==> src/rtl/vtx_pkg.sv <==
// Shared types for the vertex transform path.
//   fp16_t        : raw IEEE half-precision word, never interpreted by the controller
//   vec4_t        : x,y,z,w vertex, lane i = element i
//   mat4_t        : row-major 4x4 matrix, element (r,c) at index r*4+c
//   xform_state_t : sequencer states of vertex_xform_ctrl
package vtx_pkg;

    typedef logic [15:0] fp16_t;
    typedef fp16_t [3:0] vec4_t;
    typedef fp16_t [15:0] mat4_t;

    localparam fp16_t FP16_ONE = 16'h3C00;

    typedef enum logic [1:0] {
        IDLE,
        READY,
        COMPUTE,
        HOLD
    } xform_state_t;

endpackage

==> src/rtl/lat_counter.sv <==
// Loadable down-counter with a zero flag, used to time the shared multiplier latency.
//   clk_i      : clock, rising edge
//   rst_ni     : asynchronous active-low reset, clears the count to 0
//   load_i     : load load_val_i this cycle (wins over dec_i)
//   load_val_i : value to load
//   dec_i      : decrement this cycle; saturates at 0
//   zero_o     : count is zero
module lat_counter #(
    parameter int unsigned WIDTH = 3
) (
    input  logic             clk_i,
    input  logic             rst_ni,
    input  logic             load_i,
    input  logic [WIDTH-1:0] load_val_i,
    input  logic             dec_i,
    output logic             zero_o
);

    logic [WIDTH-1:0] cnt_q, cnt_d;

    always_comb begin
        cnt_d = cnt_q;
        if (load_i) begin
            cnt_d = load_val_i;
        end else if (dec_i && (cnt_q != '0)) begin
            cnt_d = cnt_q - WIDTH'(1);
        end
    end

    always_ff @(posedge clk_i or negedge rst_ni) begin
        if (!rst_ni) begin
            cnt_q <= '0;
        end else begin
            cnt_q <= cnt_d;
        end
    end

    assign zero_o = (cnt_q == '0);

endmodule

==> src/rtl/vertex_xform_ctrl.sv <==
// Sequencer sharing one 4x4 fp16 matmul across a vertex stream.
// Holds the active matrix, issues one vertex at a time, waits the multiplier
// latency, then presents the captured result on a valid/ready port.
//   clk, rst              : clock (rising edge), asynchronous active-low reset
//   mat_valid/ready/data  : matrix load handshake (row-major 4x4)
//   vtx_valid/ready/data  : input vertex handshake
//   res_valid/ready/data  : transformed vertex handshake
//   mm_a, mm_b, mm_x      : operands to / result from the matmul instance
//   busy                  : vertex in flight (COMPUTE or HOLD)
//   vtx_count             : delivered results, wraps modulo 2^CNT_W
module vertex_xform_ctrl
    import vtx_pkg::*;
#(
    parameter int unsigned LATENCY = 6,
    parameter int unsigned CNT_W   = 16
) (
    input  logic             clk,
    input  logic             rst,
    input  logic             mat_valid,
    output logic             mat_ready,
    input  mat4_t            mat_data,
    input  logic             vtx_valid,
    output logic             vtx_ready,
    input  vec4_t            vtx_data,
    output logic             res_valid,
    input  logic             res_ready,
    output vec4_t            res_data,
    output mat4_t            mm_a,
    output vec4_t            mm_b,
    input  vec4_t            mm_x,
    output logic             busy,
    output logic [CNT_W-1:0] vtx_count
);

    localparam int unsigned     LatW    = $clog2(LATENCY + 1);
    // Loaded at accept; capture happens on the edge that sees zero, i.e.
    // LATENCY edges after the accept edge.
    localparam logic [LatW-1:0] LatLoad = LatW'(LATENCY - 1);

    xform_state_t     state_q, state_d;
    mat4_t            mm_a_q, mm_a_d;
    vec4_t            mm_b_q, mm_b_d;
    vec4_t            res_data_q, res_data_d;
    logic             res_valid_q, res_valid_d;
    logic [CNT_W-1:0] vtx_count_q, vtx_count_d;

    logic cnt_load, cnt_dec, cnt_zero;
    logic mat_load, vtx_accept;

    lat_counter #(
        .WIDTH (LatW)
    ) u_lat_counter (
        .clk_i      (clk),
        .rst_ni     (rst),
        .load_i     (cnt_load),
        .load_val_i (LatLoad),
        .dec_i      (cnt_dec),
        .zero_o     (cnt_zero)
    );

    // Handshake qualifiers decoded straight from the state register.
    assign mat_ready  = (state_q == IDLE) || (state_q == READY);
    assign vtx_ready  = (state_q == READY) && !mat_valid;
    assign busy       = (state_q == COMPUTE) || (state_q == HOLD);
    assign mat_load   = mat_valid && mat_ready;
    assign vtx_accept = vtx_valid && vtx_ready;

    always_comb begin
        state_d     = state_q;
        mm_a_d      = mm_a_q;
        mm_b_d      = mm_b_q;
        res_data_d  = res_data_q;
        res_valid_d = res_valid_q;
        vtx_count_d = vtx_count_q;
        cnt_load    = 1'b0;
        cnt_dec     = 1'b0;

        case (state_q)
            IDLE: begin
                if (mat_load) begin
                    mm_a_d  = mat_data;
                    state_d = READY;
                end
            end
            READY: begin
                // vtx_ready already excludes mat_valid, so a matrix always wins.
                if (mat_load) begin
                    mm_a_d = mat_data;
                end else if (vtx_accept) begin
                    mm_b_d   = vtx_data;
                    cnt_load = 1'b1;
                    state_d  = COMPUTE;
                end
            end
            COMPUTE: begin
                if (cnt_zero) begin
                    res_data_d  = mm_x;
                    res_valid_d = 1'b1;
                    state_d     = HOLD;
                end else begin
                    cnt_dec = 1'b1;
                end
            end
            HOLD: begin
                if (res_ready) begin
                    res_valid_d = 1'b0;
                    vtx_count_d = vtx_count_q + CNT_W'(1);
                    state_d     = READY;
                end
            end
            default: begin
                state_d = IDLE;
            end
        endcase
    end

    always_ff @(posedge clk or negedge rst) begin
        if (!rst) begin
            state_q     <= IDLE;
            mm_a_q      <= '0;
            mm_b_q      <= '0;
            res_data_q  <= '0;
            res_valid_q <= 1'b0;
            vtx_count_q <= '0;
        end else begin
            state_q     <= state_d;
            mm_a_q      <= mm_a_d;
            mm_b_q      <= mm_b_d;
            res_data_q  <= res_data_d;
            res_valid_q <= res_valid_d;
            vtx_count_q <= vtx_count_d;
        end
    end

    assign mm_a      = mm_a_q;
    assign mm_b      = mm_b_q;
    assign res_data  = res_data_q;
    assign res_valid = res_valid_q;
    assign vtx_count = vtx_count_q;

endmodule
==> config.mk <==
export PLATFORM = sky130hd
export DESIGN_NAME = vertex_xform_ctrl
export DESIGN_NICKNAME = d
export VERILOG_FILES = /design/src/rtl/vtx_pkg.sv /design/src/rtl/lat_counter.sv /design/src/rtl/vertex_xform_ctrl.sv
export SDC_FILE = /design/constraint.sdc
export NUM_CORES = 1
export LEC_CHECK = 0
export CAP_MARGIN = 30
export CELL_PAD_IN_SITES_DETAIL_PLACEMENT = 1
export CELL_PAD_IN_SITES_GLOBAL_PLACEMENT = 1
export CORE_AREA = 8 8 302 304
export CTS_CLUSTER_DIAMETER = 120
export DETAILED_ROUTE_END_ITERATION = 10
export DIE_AREA = 0 0 310 312
export GPL_TIMING_DRIVEN = 1
export PLACE_DENSITY_LB_ADDON = 0.1
export SLEW_MARGIN = 5
export SYNTH_ARGS = -nofsm -noshare
export SYNTH_HDL_FRONTEND = slang
export SYNTH_SLANG_ARGS = --single-unit
==> constraint.sdc <==
create_clock -name clk -period 1.9 [get_ports clk]
set_input_delay 0.38 -clock clk [delete_from_list [all_inputs] [get_ports clk]]
set_output_delay 0.38 -clock clk [all_outputs]
set_load 0.1 [all_outputs]
Word level (Yosys, flattened, before mapping)
Cells that the tools add are included.
{"block": "totals", "ff_bits": 406, "inputBits": 389, "out_inout_bits": 404}
{"block": "classes", "n_addsub": 2, "eq_ne": 8, "muxes": 16, "n_bitwise": 1, "n_reduce_logical": 19}
{"operator": "adder 16 x 1 -> 16 bit (second input constant)", "count": 1}
{"operator": "2-to-1 mux 2 bit", "count": 5}
{"operator": "inequality test 2 bit (second input constant)", "count": 5}
{"operator": "one-hot mux 2 bit (4 select lines)", "count": 1}
{"operator": "2-to-1 mux 1 bit", "count": 7}
{"operator": "2-to-1 mux 3 bit", "count": 2}
{"operator": "AND reduction 2 bit", "count": 3}
{"operator": "AND reduction 3 bit", "count": 2}
{"operator": "AND reduction 5 bit", "count": 1}
{"operator": "== test 2 bit (second input constant)", "count": 2}
{"operator": "logical AND 1 bit", "count": 4}
{"operator": "nonzero test 2 bit", "count": 2}
{"operator": "logical NOT 3 bit", "count": 1}
{"operator": "nonzero test 3 bit", "count": 1}
{"operator": "subtractor 3 x 1 -> 3 bit (second input constant)", "count": 1}
{"operator": "== test 2 x 1 -> 1 bit (second input constant)", "count": 1}
{"operator": "logical NOT 2 bit", "count": 1}
{"operator": "logical OR 1 bit", "count": 2}
{"operator": "one-hot mux 1 bit (2 select lines)", "count": 1}
{"operator": "OR reduction 2 bit", "count": 1}
{"operator": "logical NOT 1 bit", "count": 1}
{"operator": "inverter 1 bit", "count": 1}

Longest topological paths before layout
{"block": "logic_depth", "ltp_word": 7, "depth_mapped": 7}

By module
From an unflattened synthesis, not the netlist that was laid out.
{"block": "hier_totals", "hier_cells": 920, "hier_area_um2": 15492.4}
{"mod": "vertex_xform_ctrl", "instances": 1, "cells_each": 901, "area_per_inst_um2": 15302.2, "seq_area_each_um2": 10084.7}
{"mod": "lat_counter", "instances": 1, "cells_each": 19, "area_per_inst_um2": 190.2, "seq_area_each_um2": 75.1}

Least setup slack after synthesis
No wires, ideal clock.
{"block": "synth_path", "path_type": "reg-to-reg", "startpoint": "reg state_q[1]", "endpoint": "reg mm_b_q (netlist bit mm_b[0])", "setup_time_ns": 0.125, "arrival_time_ns": 2.367, "required_ns": 1.775, "path_slack_ns": -0.593, "path_stages_with_launch": 8, "n_path_buf": 2, "path_cell_list": "dfrtp_1 > inv_1 > ha_1 > nor2b_2 > nand2_1 > buf_6 > buf_6 > mux2_4"}
{"element": "from (decl)", "line_no": "vertex_xform_ctrl.sv:40", "rtl": "xform_state_t state_q, state_d;"}
{"element": "from (signal assigned)", "line_no": "vertex_xform_ctrl.sv:126", "rtl": "state_q <= state_d;"}
{"element": "== test 2 x 1 -> 1 bit", "line_no": "vertex_xform_ctrl.sv:63", "rtl": "assign vtx_ready = (state_q == READY) && !mat_valid;"}
{"element": "logical AND 1 bit", "line_no": "vertex_xform_ctrl.sv:63"}
{"element": "named net vtx_ready", "line_no": "vertex_xform_ctrl.sv:23", "rtl": "output logic vtx_ready,"}
{"element": "logical AND 1 bit", "line_no": "vertex_xform_ctrl.sv:66", "rtl": "assign vtx_accept = vtx_valid && vtx_ready;"}
{"element": "AND reduction 3 bit (no line)"}
{"element": "to (signal assigned)", "line_no": "vertex_xform_ctrl.sv:128", "rtl": "mm_b_q <= mm_b_d;"}
{"element": "to (decl)", "line_no": "vertex_xform_ctrl.sv:42", "rtl": "vec4_t mm_b_q, mm_b_d;"}
The timed path passes the listed nets, and every way through them passes these cells.
A chain may end at the register's enable or synchronous reset.

Final worst setup path
{"block": "layout_path", "startpoint": "reg state_q[0]", "endpoint": "out mat_ready"}
{"block": "layout_via", "elab_chain_len": 2}
{"element": "== test 2 x 1 -> 1 bit or logical NOT 2 bit (tied branches)", "line_no": "vertex_xform_ctrl.sv:62", "rtl": "assign mat_ready = (state_q == IDLE) || (state_q == READY);"}
{"element": "logical OR 1 bit *", "line_no": "vertex_xform_ctrl.sv:62"}
{"element": "to (decl)", "line_no": "vertex_xform_ctrl.sv:20", "rtl": "output logic mat_ready,"}
Every way passes the cells marked *; elsewhere a longest branch is shown, timed or not.

==> metrics.cfg <==
[status]
status = finished with violations
failed_checks = negative setup slack

[cts]
cts_buffers = 54
clk_latency_ns = 0.59
clockBufferDepth = 3
cts_tree = built
h-tree-depth = 2
path_clk_slew_ns = 0.06
clock_tree.root_cell = clkbuf_16
clkSinkCount = 406

[yosys]
synth_warnings = 0
synth.distinct_cells = 31
netlist.area_leader.share_pct = 65.3
synth-seq-cells = 406
syn_area_mm2 = 0.0156
synth_nets = 1304
ys.flop_type = dfrtp_1
synth-edff-count = 0
synth_area_leaders = dfrtp_1 65%, mux2_2 24%, mux2_4 2.6%
synth.avg_cell_area_um2 = 17.1
synth_cells = 908
async_flop_share_pct = 100
synth_common_cells = 406 x dfrtp_1, 337 x mux2_2, 31 x buf_6
synth_most_common_cell = dfrtp_1
yosysSeqAreaShare_pct = 65.3
synth_top_area_cell = dfrtp_1

[die]
fp.coreArea_mm2 = 0.0862
die_area_mm2 = 0.0967
io_pins = 793
start_util_pct = 18.0
die_w_um = 310
die_h_um = 312
rows = 108

[layout]
fin_area_mm2 = 0.0295
seqCellArea_mm2 = 0.0102
layout-drive-gt1-share_pct = 53.7
multi_input_area_mm2 = 0.00600
fin_nets = 2223
fillCellCount = 9065
syn2layout_area_growth_pct = 89.8

[critical_path]
critPathTopFamily = flip-flops
crit_chain = ha_4 > or2_4 > buf_6 > buf_12
worstPathMaxFanout = 3
endpoint_kind = primary output
worst-path-buf-inv = 2
required_ns = 1.52
critical-path-slowest-cell = dfrtp_2
cpPeakStageDelay_ns = 0.46
cp-start-kind = flop
arrival_ns = 1.78
crit_type = reg -> out

[global_route]
grt_pass1_wl_um = 98100
gr-total-overflow = 0
grt_pass1_vias = 13100
antenna_found_initial = 11
grt_max_degree = 76
grt.total_usage_pct = 13.8

[routing]
drtAntennaViolNets = 0
routed_wl_um = 71900
drt_first_pass_iters = 4
viasPerCell = 3.78
drcViolationCount = 0
wire_per_inst_um = 23.7
vias = 11400
drt_iter0_drc = 240

[timing]
hold_viol = 0
finalCriticalPeriod_ns = 2.16
finalClockSkew_ns = 0.0125
finalMaxSlewViolations = 0
max-slew-margin-rel_pct = 64.6
tns_ns = -33.43
setup_violations = 241
fmax_ghz = 0.464
tightest_slew_ns = 0.531
setup_ws_ns = -0.257
post-route-period-util_pct = 114
rsz0062_at_grt = true

[placed_design]
placed_area_mm2 = 0.0255
portBuffers = 792
place_congestion = 0.740
dp_hpwl_um = 53100
pre_cts_slack_ns = -0.178

[hold_path]
hold_class = in -> async

[run]
max-cap-violations = 0

==> stage by stage <==
step	instances	util [%]	hold WS (ns)
after detailed placement	2868	29.6	0.309
after global placement	2868	29.6	0.306
after global routing	3027	34.2	0.272
after CTS	3012	33.1	0.258
after floorplan	908	-	0.0844
final	3027	34.2	0.288
==> cell usage in the layout (no fill, tap or decap), drive strengths merged <==
| cell type | n |
|---|---|
| a21o | 1 |
| a21oi | 1 |
| a222oi | 1 |
| and2 | 1 |
| and3 | 1 |
| and4 | 1 |
| buf | 509 |
| bufinv | 2 |
| clkbuf | 95 |
| clkdlybuf4s50 | 387 |
| clkinv | 6 |
| dfrtp | 406 |
| diode | 5 |
| dlygate4sd3 | 1 |
| ha | 7 |
| inv | 9 |
| mux2 | 386 |
| mux2i | 2 |
| nand2 | 13 |
| nand2b | 2 |
| nand3 | 7 |
| nand3b | 1 |
| nand4 | 3 |
| nor2 | 2 |
| nor2b | 1 |
| nor3 | 1 |
| nor4 | 2 |
| or2 | 2 |
| xnor2 | 14 |
| xor2 | 3 |
==> path summary, 6_finish.rpt <==
check	slack (ns)	to	cells past startpoint	startpoint
min in group clk	0.39	mm_b[44]$_DFFE_PN0P_	2	vtx_data[44]
max in group asynchronous	0.73	mm_b[17]$_DFFE_PN0P_	3	rst
worst max register to register	-0.26	mm_a[86]$_DFFE_PN0P_	9	state_q[0]$_DFFE_PN0P_
worst min register to register	0.50	mm_b[63]$_DFFE_PN0P_	1	mm_b[63]$_DFFE_PN0P_
worst max-delay path	-0.26	mat_ready	4	state_q[0]$_DFFE_PN0P_
worst min-delay path	0.29	res_data[21]$_DFFE_PN0P_	2	rst
==> state kept, by name (all words and copies together), names as in the netlist <==
register and count:
mm_b 64, u_lat_counter.cnt_q 3, res_data 64, res_valid 1, vtx_count 16, mm_a 256
state_q 2
==> logic make-up (layout without fill, tap and decap cells) <==
kind of cell / count (synthesis) / count (layout) / share of synthesized area, %
AOI/OAI and AO/OA: 3 / 3 / 0.145
xor gates and xnor gates: 17 / 17 / 0.957
adders and majority gates: 7 / 7 / 0.563
buffers and inverters: 50 / 1009 / 2.79
DFF: 406 / 406 / 65.3
muxes: 388 / 388 / 28.7
other: 0 / 5 / 0
and+or+nand+nor: 37 / 37 / 1.49
==> metal layers <==
| layer | up-vias | part of all wire (%) | wire length (µm) | global-route usage (%) |
|---|---|---|---|---|
| li1 | 5031 | - | - | - |
| met1 | 5803 | 34 | 24300 | 13.5 |
| met2 | 464 | 52 | 37600 | 25.1 |
| met3 | 135 | 9.9 | 7090 | 6.13 |
| met4 | 8 | 3.9 | 2800 | 5.79 |
| met5 | - | 0.075 | 54 | 0 |
==> cell type report <==
| cell class | count | area share, % |
|---|---|---|
| sequential | 406 | 34.5 |
| tap | 1155 | 4.90 |
| antenna | 5 | 0.0424 |
| clock buffer | 87 | 5.52 |
| inverter | 8 | 0.110 |
| clock inverter | 9 | 0.335 |
| multi-input combinational | 452 | 20.3 |
| timing repair buffer | 905 | 34.3 |
==> repair_timing <==
item / in CTS / in global routing
setup endpoints to repair: 202 / 303
resized for setup: 108 / 257
cloned: 16 / 9
buffers inserted: 35 / 17
hold buffers: 1 / 0
endpoints found under the hold margin: 25 / 0
pin swaps: 4 / 3
==> worst reg2reg max path, stage by stage (launching register included) <==
cell	delay, ns
dfrtp_2	0.46
ha_4	0.19
or2_4	0.26
buf_6	0.13
nand2_8	0.08
buf_12	0.15
buf_12	0.16
buf_12	0.14
clkbuf_16	0.16
mux2_4	0.30
Power is not shown: default switching activity piles up to over one toggle a cycle in this logic, so the estimate is an artifact.
